<file path="config.mk">
export PLATFORM = sky130hd
export DESIGN_NAME = store_unit
export DESIGN_NICKNAME = d
export VERILOG_FILES = /design/src/rtl/store_pkg.sv /design/src/rtl/byte_merge.sv /design/src/rtl/store_unit.sv
export SDC_FILE = /design/constraint.sdc
export NUM_CORES = 1
export LEC_CHECK = 0
export BUFFER_PORTS_ARGS = -buffer_cell sky130_fd_sc_hd__buf_4
export CORE_MARGIN = 2
export CORE_UTILIZATION = 40
export CTS_CLUSTER_DIAMETER = 30
export DETAILED_ROUTE_END_ITERATION = 6
export PLACE_DENSITY = 0.72
export RECOVER_POWER = 25
export SLEW_MARGIN = 20
export SYNTH_ARGS = -nofsm -noshare
export SYNTH_HDL_FRONTEND = slang
export SYNTH_SLANG_ARGS = --single-unit
</file>
<file path="constraint.sdc">
create_clock -name clock -period 4.9 [get_ports clock]
set_clock_uncertainty 0.05 [all_clocks]
set_input_delay 0.735 -clock clock [delete_from_list [all_inputs] [get_ports clock]]
set_output_delay 0.735 -clock clock [all_outputs]
set_load 0.05 [all_outputs]
</file>
<file path="src/rtl/store_pkg.sv">
// Shared types and helpers for the sw/sh/sb store unit.
// Holds the size and state encodings plus the request alignment rules.
package store_pkg;

  typedef enum logic [1:0] {
    SZ_BYTE = 2'b00,
    SZ_HALF = 2'b01,
    SZ_WORD = 2'b10,
    SZ_RSVD = 2'b11
  } store_size_t;

  typedef enum logic [2:0] {
    IDLE  = 3'd0,
    READ  = 3'd1,
    WAIT  = 3'd2,
    WRITE = 3'd3,
    DONE  = 3'd4,
    ERR   = 3'd5
  } store_state_t;

  localparam int MEM_LATENCY_MAX = 4;
  localparam int CNT_W           = 3;

  // A request is rejected when its size is reserved or its address is not
  // naturally aligned for that size.
  function automatic logic request_misaligned(input store_size_t sz, input logic [1:0] off);
    logic bad;
    case (sz)
      SZ_BYTE: bad = 1'b0;
      SZ_HALF: bad = off[0];
      SZ_WORD: bad = |off;
      default: bad = 1'b1;
    endcase
    return bad;
  endfunction

  function automatic logic [3:0] lane_mask(input store_size_t sz, input logic [1:0] off);
    logic [3:0] m;
    case (sz)
      SZ_BYTE: m = 4'b0001 << off;
      SZ_HALF: m = off[1] ? 4'b1100 : 4'b0011;
      SZ_WORD: m = 4'b1111;
      default: m = 4'b0000;
    endcase
    return m;
  endfunction

  function automatic logic [31:0] word_align(input logic [31:0] a);
    return {a[31:2], 2'b00};
  endfunction

endpackage

</file>
<file path="src/rtl/byte_merge.sv">
// Combinational lane merge: overlays the store data onto the old memory word
// in little-endian byte lanes selected by size and offset.
module byte_merge
  import store_pkg::*;
(
  input  logic [31:0] old_word,
  input  logic [31:0] wdata,
  input  logic [1:0]  size,
  input  logic [1:0]  offset,
  output logic [31:0] merged
);

  logic [3:0]  lane_en;
  logic [31:0] src;

  assign lane_en = lane_mask(store_size_t'(size), offset);

  // Replicate the right-justified data so every lane sees its candidate byte.
  always_comb begin
    src = wdata;
    case (size)
      SZ_BYTE: src = {4{wdata[7:0]}};
      SZ_HALF: src = {2{wdata[15:0]}};
      default: src = wdata;
    endcase
  end

  for (genvar gi = 0; gi < 4; gi++) begin : g_lane
    assign merged[8*gi +: 8] = lane_en[gi] ? src[8*gi +: 8] : old_word[8*gi +: 8];
  end

endmodule

</file>
<file path="src/rtl/store_unit.sv">
// Store sequencer for a 32-bit memory: direct word writes, read-modify-write
// for bytes and halfwords. Every output is a register; start never reaches mem_wr combinationally.
module store_unit
  import store_pkg::*;
#(
  parameter int MEM_LATENCY = 1
) (
  input  logic        clock,
  input  logic        reset,
  input  logic        start,
  input  logic [1:0]  size,
  input  logic [31:0] addr,
  input  logic [31:0] wdata,
  output logic        busy,
  output logic        done,
  output logic        misaligned,
  output logic [31:0] mem_addr,
  output logic        mem_wr,
  output logic [31:0] mem_datain,
  input  logic [31:0] mem_dataout
);

  localparam int LAT = (MEM_LATENCY < 1) ? 1 :
                       (MEM_LATENCY > MEM_LATENCY_MAX) ? MEM_LATENCY_MAX : MEM_LATENCY;
  localparam logic [CNT_W-1:0] WAIT_LAST = CNT_W'(LAT - 1);

  store_state_t     state_q;
  store_size_t      size_q;
  logic [1:0]       offset_q;
  logic [31:0]      wdata_q;
  logic [CNT_W-1:0] cnt_q;
  logic             busy_q;
  logic             done_q;
  logic             misaligned_q;
  logic             mem_wr_q;
  logic [31:0]      mem_addr_q;
  logic [31:0]      mem_datain_q;

  logic [31:0]      merged_d;
  logic             req_bad_d;

  assign req_bad_d = request_misaligned(store_size_t'(size), addr[1:0]);

  byte_merge u_merge (
    .old_word (mem_dataout),
    .wdata    (wdata_q),
    .size     (size_q),
    .offset   (offset_q),
    .merged   (merged_d)
  );

  // Outputs are loaded on the edge that enters the state they belong to.
  always_ff @(posedge clock) begin
    if (reset) begin
      state_q      <= IDLE;
      size_q       <= SZ_BYTE;
      offset_q     <= '0;
      wdata_q      <= '0;
      cnt_q        <= '0;
      busy_q       <= 1'b0;
      done_q       <= 1'b0;
      misaligned_q <= 1'b0;
      mem_wr_q     <= 1'b0;
      mem_addr_q   <= '0;
      mem_datain_q <= '0;
    end else begin
      done_q       <= 1'b0;
      misaligned_q <= 1'b0;
      mem_wr_q     <= 1'b0;
      case (state_q)
        IDLE: begin
          if (start) begin
            size_q   <= store_size_t'(size);
            offset_q <= addr[1:0];
            wdata_q  <= wdata;
            busy_q   <= 1'b1;
            if (req_bad_d) begin
              state_q      <= ERR;
              done_q       <= 1'b1;
              misaligned_q <= 1'b1;
            end else if (store_size_t'(size) == SZ_WORD) begin
              state_q      <= WRITE;
              mem_addr_q   <= word_align(addr);
              mem_wr_q     <= 1'b1;
              mem_datain_q <= wdata;
            end else begin
              state_q    <= READ;
              mem_addr_q <= word_align(addr);
            end
          end
        end
        READ: begin
          state_q <= WAIT;
          cnt_q   <= WAIT_LAST;
        end
        WAIT: begin
          if (cnt_q == '0) begin
            state_q      <= WRITE;
            mem_wr_q     <= 1'b1;
            mem_datain_q <= merged_d;
          end else begin
            cnt_q <= cnt_q - 1'b1;
          end
        end
        WRITE: begin
          state_q      <= DONE;
          done_q       <= 1'b1;
          mem_addr_q   <= '0;
          mem_datain_q <= '0;
        end
        DONE, ERR: begin
          state_q <= IDLE;
          busy_q  <= 1'b0;
        end
        default: begin
          state_q      <= IDLE;
          busy_q       <= 1'b0;
          mem_addr_q   <= '0;
          mem_datain_q <= '0;
        end
      endcase
    end
  end

  assign busy       = busy_q;
  assign done       = done_q;
  assign misaligned = misaligned_q;
  assign mem_addr   = mem_addr_q;
  assign mem_wr     = mem_wr_q;
  assign mem_datain = mem_datain_q;

endmodule

</file>
==> run metrics <==
WS Path Type register to register; core area 0.0120 mm²; Reg clk slew, reported paths 70 ps; MaxCap Viol Count 0; R2R Setup Slk 2010 ps; Clock Tree Buf Depth 2; Mapped Cells 585; post-synthesis cell area 0.00486 mm²; number of nets in the layout 822; CTS resizes 0; library cells used by synthesis 40; Critical Path Start state_q[1]; worst r2r dst mem_datain[5]; GRT overflow 0; vias in the first global route 4702; Via Count 4653; EDFF count, synth 0; Routed Wire Length 14.0 mm; arrival time worst endpoint 3090 ps; element type at the critical path end register; Die Y-Extent 114 µm; First DRT Iteration DRCs 275; Least-Margin Pin Slew 1070 ps; multi-input logic area 0.00244 mm²; synthesis-to-finish area growth 28.6%; worst r2r src state_q[1]; Initial Util 40.6%; outcome finished clean; Post-Layout Cell Count 871; Post-CTS Hold Fix Bufs 0; clock tree sinks 108; num rows 40; setup TNS 0 ps; post-CTS setup buffer count 0; H-tree depth 3; fmax 346 MHz; Critical Path Max Stage Delay 1000 ps; GP Congestion 0.828; Yosys warning total 0; final period utilization 58.9%; reg2reg path depth 5; TritonCTS clock tree built; Max VDD drop 0.000213 V; DR WL/cell 16.1 µm; Synth Flop Type dfxtp_1; first-pass GRT wire length 22.6 mm; Yosys reg bits 108; largest net degree at the start of global routing 77; type of the most critical hold path register to register; Via density 5.34; PortBufs 166; fillers 1159; Num CTS Buffers 9; # setup viols final 0; asr flop ratio synth 0%; Pwr per Cell Area 367 mW/mm²; crit path cell chain nor4b_4 -> a2111oi_4 -> buf_4 -> a22oi_1 -> o21ai_0; RSZ-0062 raised after global routing no; Data required, critical path 5100 ps; clk_lat worst skew 340 ps; Worst Setup EP mem_datain[5]; final hold vios 0; post-synthesis sequential area ratio 44.5%; maximum fanout along the worst path 31; Reg area 0.00216 mm²; First-pass DRT Iterations 4; DP HPWL 10.0 mm; slowest CP cell a2111oi_4; minimum clock period 2890 ps; syn_area_per_cell 8.31 µm²; chip width 114 µm; Root Buffer clkbuf_16; I/O Pins 169; Max Slew Vio Count 0; post-route ant nets 0; layout cell share with drive strength beyond 1 22.8%; type of origin of the critical path register; GR Util All Layers 21.4%; # diodes 0; Max-slew headroom 28.2%; initial antenna violation count 0; dpl cells 855; die area 0.0131 mm²; drt drc 0; Leak 2.39 nW
-- where the power goes --
group | internal (W) | leakage [nW] | switching [W]
clock network | 0.000418 | 0.151 | 0.000334
logic | 0.000186 | 1.36 | 0.000346
registers | 0.000944 | 0.880 | 0.0000702
total | 0.00155 | 2.39 | 0.000750
-- how the worst min path moves through the flow --
| stage | start | endpoint | depth (start not counted) |
|---|---|---|---|
| 2_1_floorplan | wdata_q[16] | wdata_q[16] | 2 |
| 3_3_place_gp | wdata_q[19] | wdata_q[19] | 2 |
| 5_1_grt | wdata_q[25] | wdata_q[25] | 2 |
| 6_report | wdata_q[17] | wdata_q[17] | 2 |
| 4_1_cts | wdata_q[17] | wdata_q[17] | 2 |
| 3_5_place_dp | wdata_q[17] | wdata_q[17] | 2 |
-- cells in the mapped netlist (all sizes together) (9+ instances only) --
cell type / number / area [µm²]
a21oi: 69 / 345
a22oi: 27 / 203
buf: 22 / 146
clkbuf: 25 / 93.8
dfxtp: 108 / 2160
inv: 12 / 45.0
mux2: 15 / 169
mux2i: 18 / 180
nand2: 116 / 435
nand3: 30 / 150
nor2: 23 / 86.3
nor2b: 9 / 56.3
nor3b: 9 / 67.6
o21ai: 46 / 230
-- layout make-up --
cell class,count,area share [%]
clock buffer,11,3.88
clock inverter,5,1.04
tap,147,2.94
sequential,108,34.6
timing repair buffer,169,17.8
inverter,12,0.720
multi-input combinational,419,39.0
-- cells by family after synthesis --
family	count (synthesis)	share of synthesized area [%]
muxes	33	7.18
buffers and inverters	59	5.87
AOI/OAI and AO/OA	177	22.3
other	1	0.0771
adders and majority gates	2	0.515
and+or+nand+nor	205	19.6
DFF	108	44.5
-- cells in the final DEF (no fill, tap or decap), types with 15 or more instances in the layout --
cell	netlist	final
a21oi_1	69	69
a22oi_1	27	27
buf_4	6	128
clkbuf_1	25	42
dfxtp_1	108	108
mux2_2	15	15
mux2i_1	18	18
nand2_1	116	116
nand3_1	30	30
nor2_1	23	23
o21ai_0	32	30
-- per-stage QoR --
step,hold slack (ps),utilization [%],power [W],cell area (µm²),setup slack (ps)
floorplan,383,-,0.00139,4870,3040
global placement,388,50.9,0.00157,6090,2130
detailed placement,397,50.9,0.00158,6090,2000
CTS,406,53.5,0.00233,6390,2050
global route,430,52.3,0.00240,6250,1730
finish,404,52.3,0.00230,6250,2010
-- critical path: cells and delay by family, from the launching register on --
family                 cells  cell delay [ps]
buffers and inverters      1              390
AOI/OAI and AO/OA          3             1260
DFF                        1              990
and+or+nand+nor            1              100
-- flip-flops by register name, indices dropped and copies added, names as in the netlist, 2 cells and up --
| register | cells |
|---|---|
| mem_addr | 30 |
| cnt_q | 3 |
| mem_datain | 32 |
| offset_q | 2 |
| state_q | 3 |
| wdata_q | 32 |
| size_q | 2 |
-- routing by layer --
metal,wire (µm),GRT usage [%],vias up
li1,-,-,2314
met1,5920,26.3,2165
met2,6900,37.3,159
met3,1020,5.13,15
met4,199,6.42,0
met5,0,0,-
Note: power is estimated with default switching activity, not from simulation.
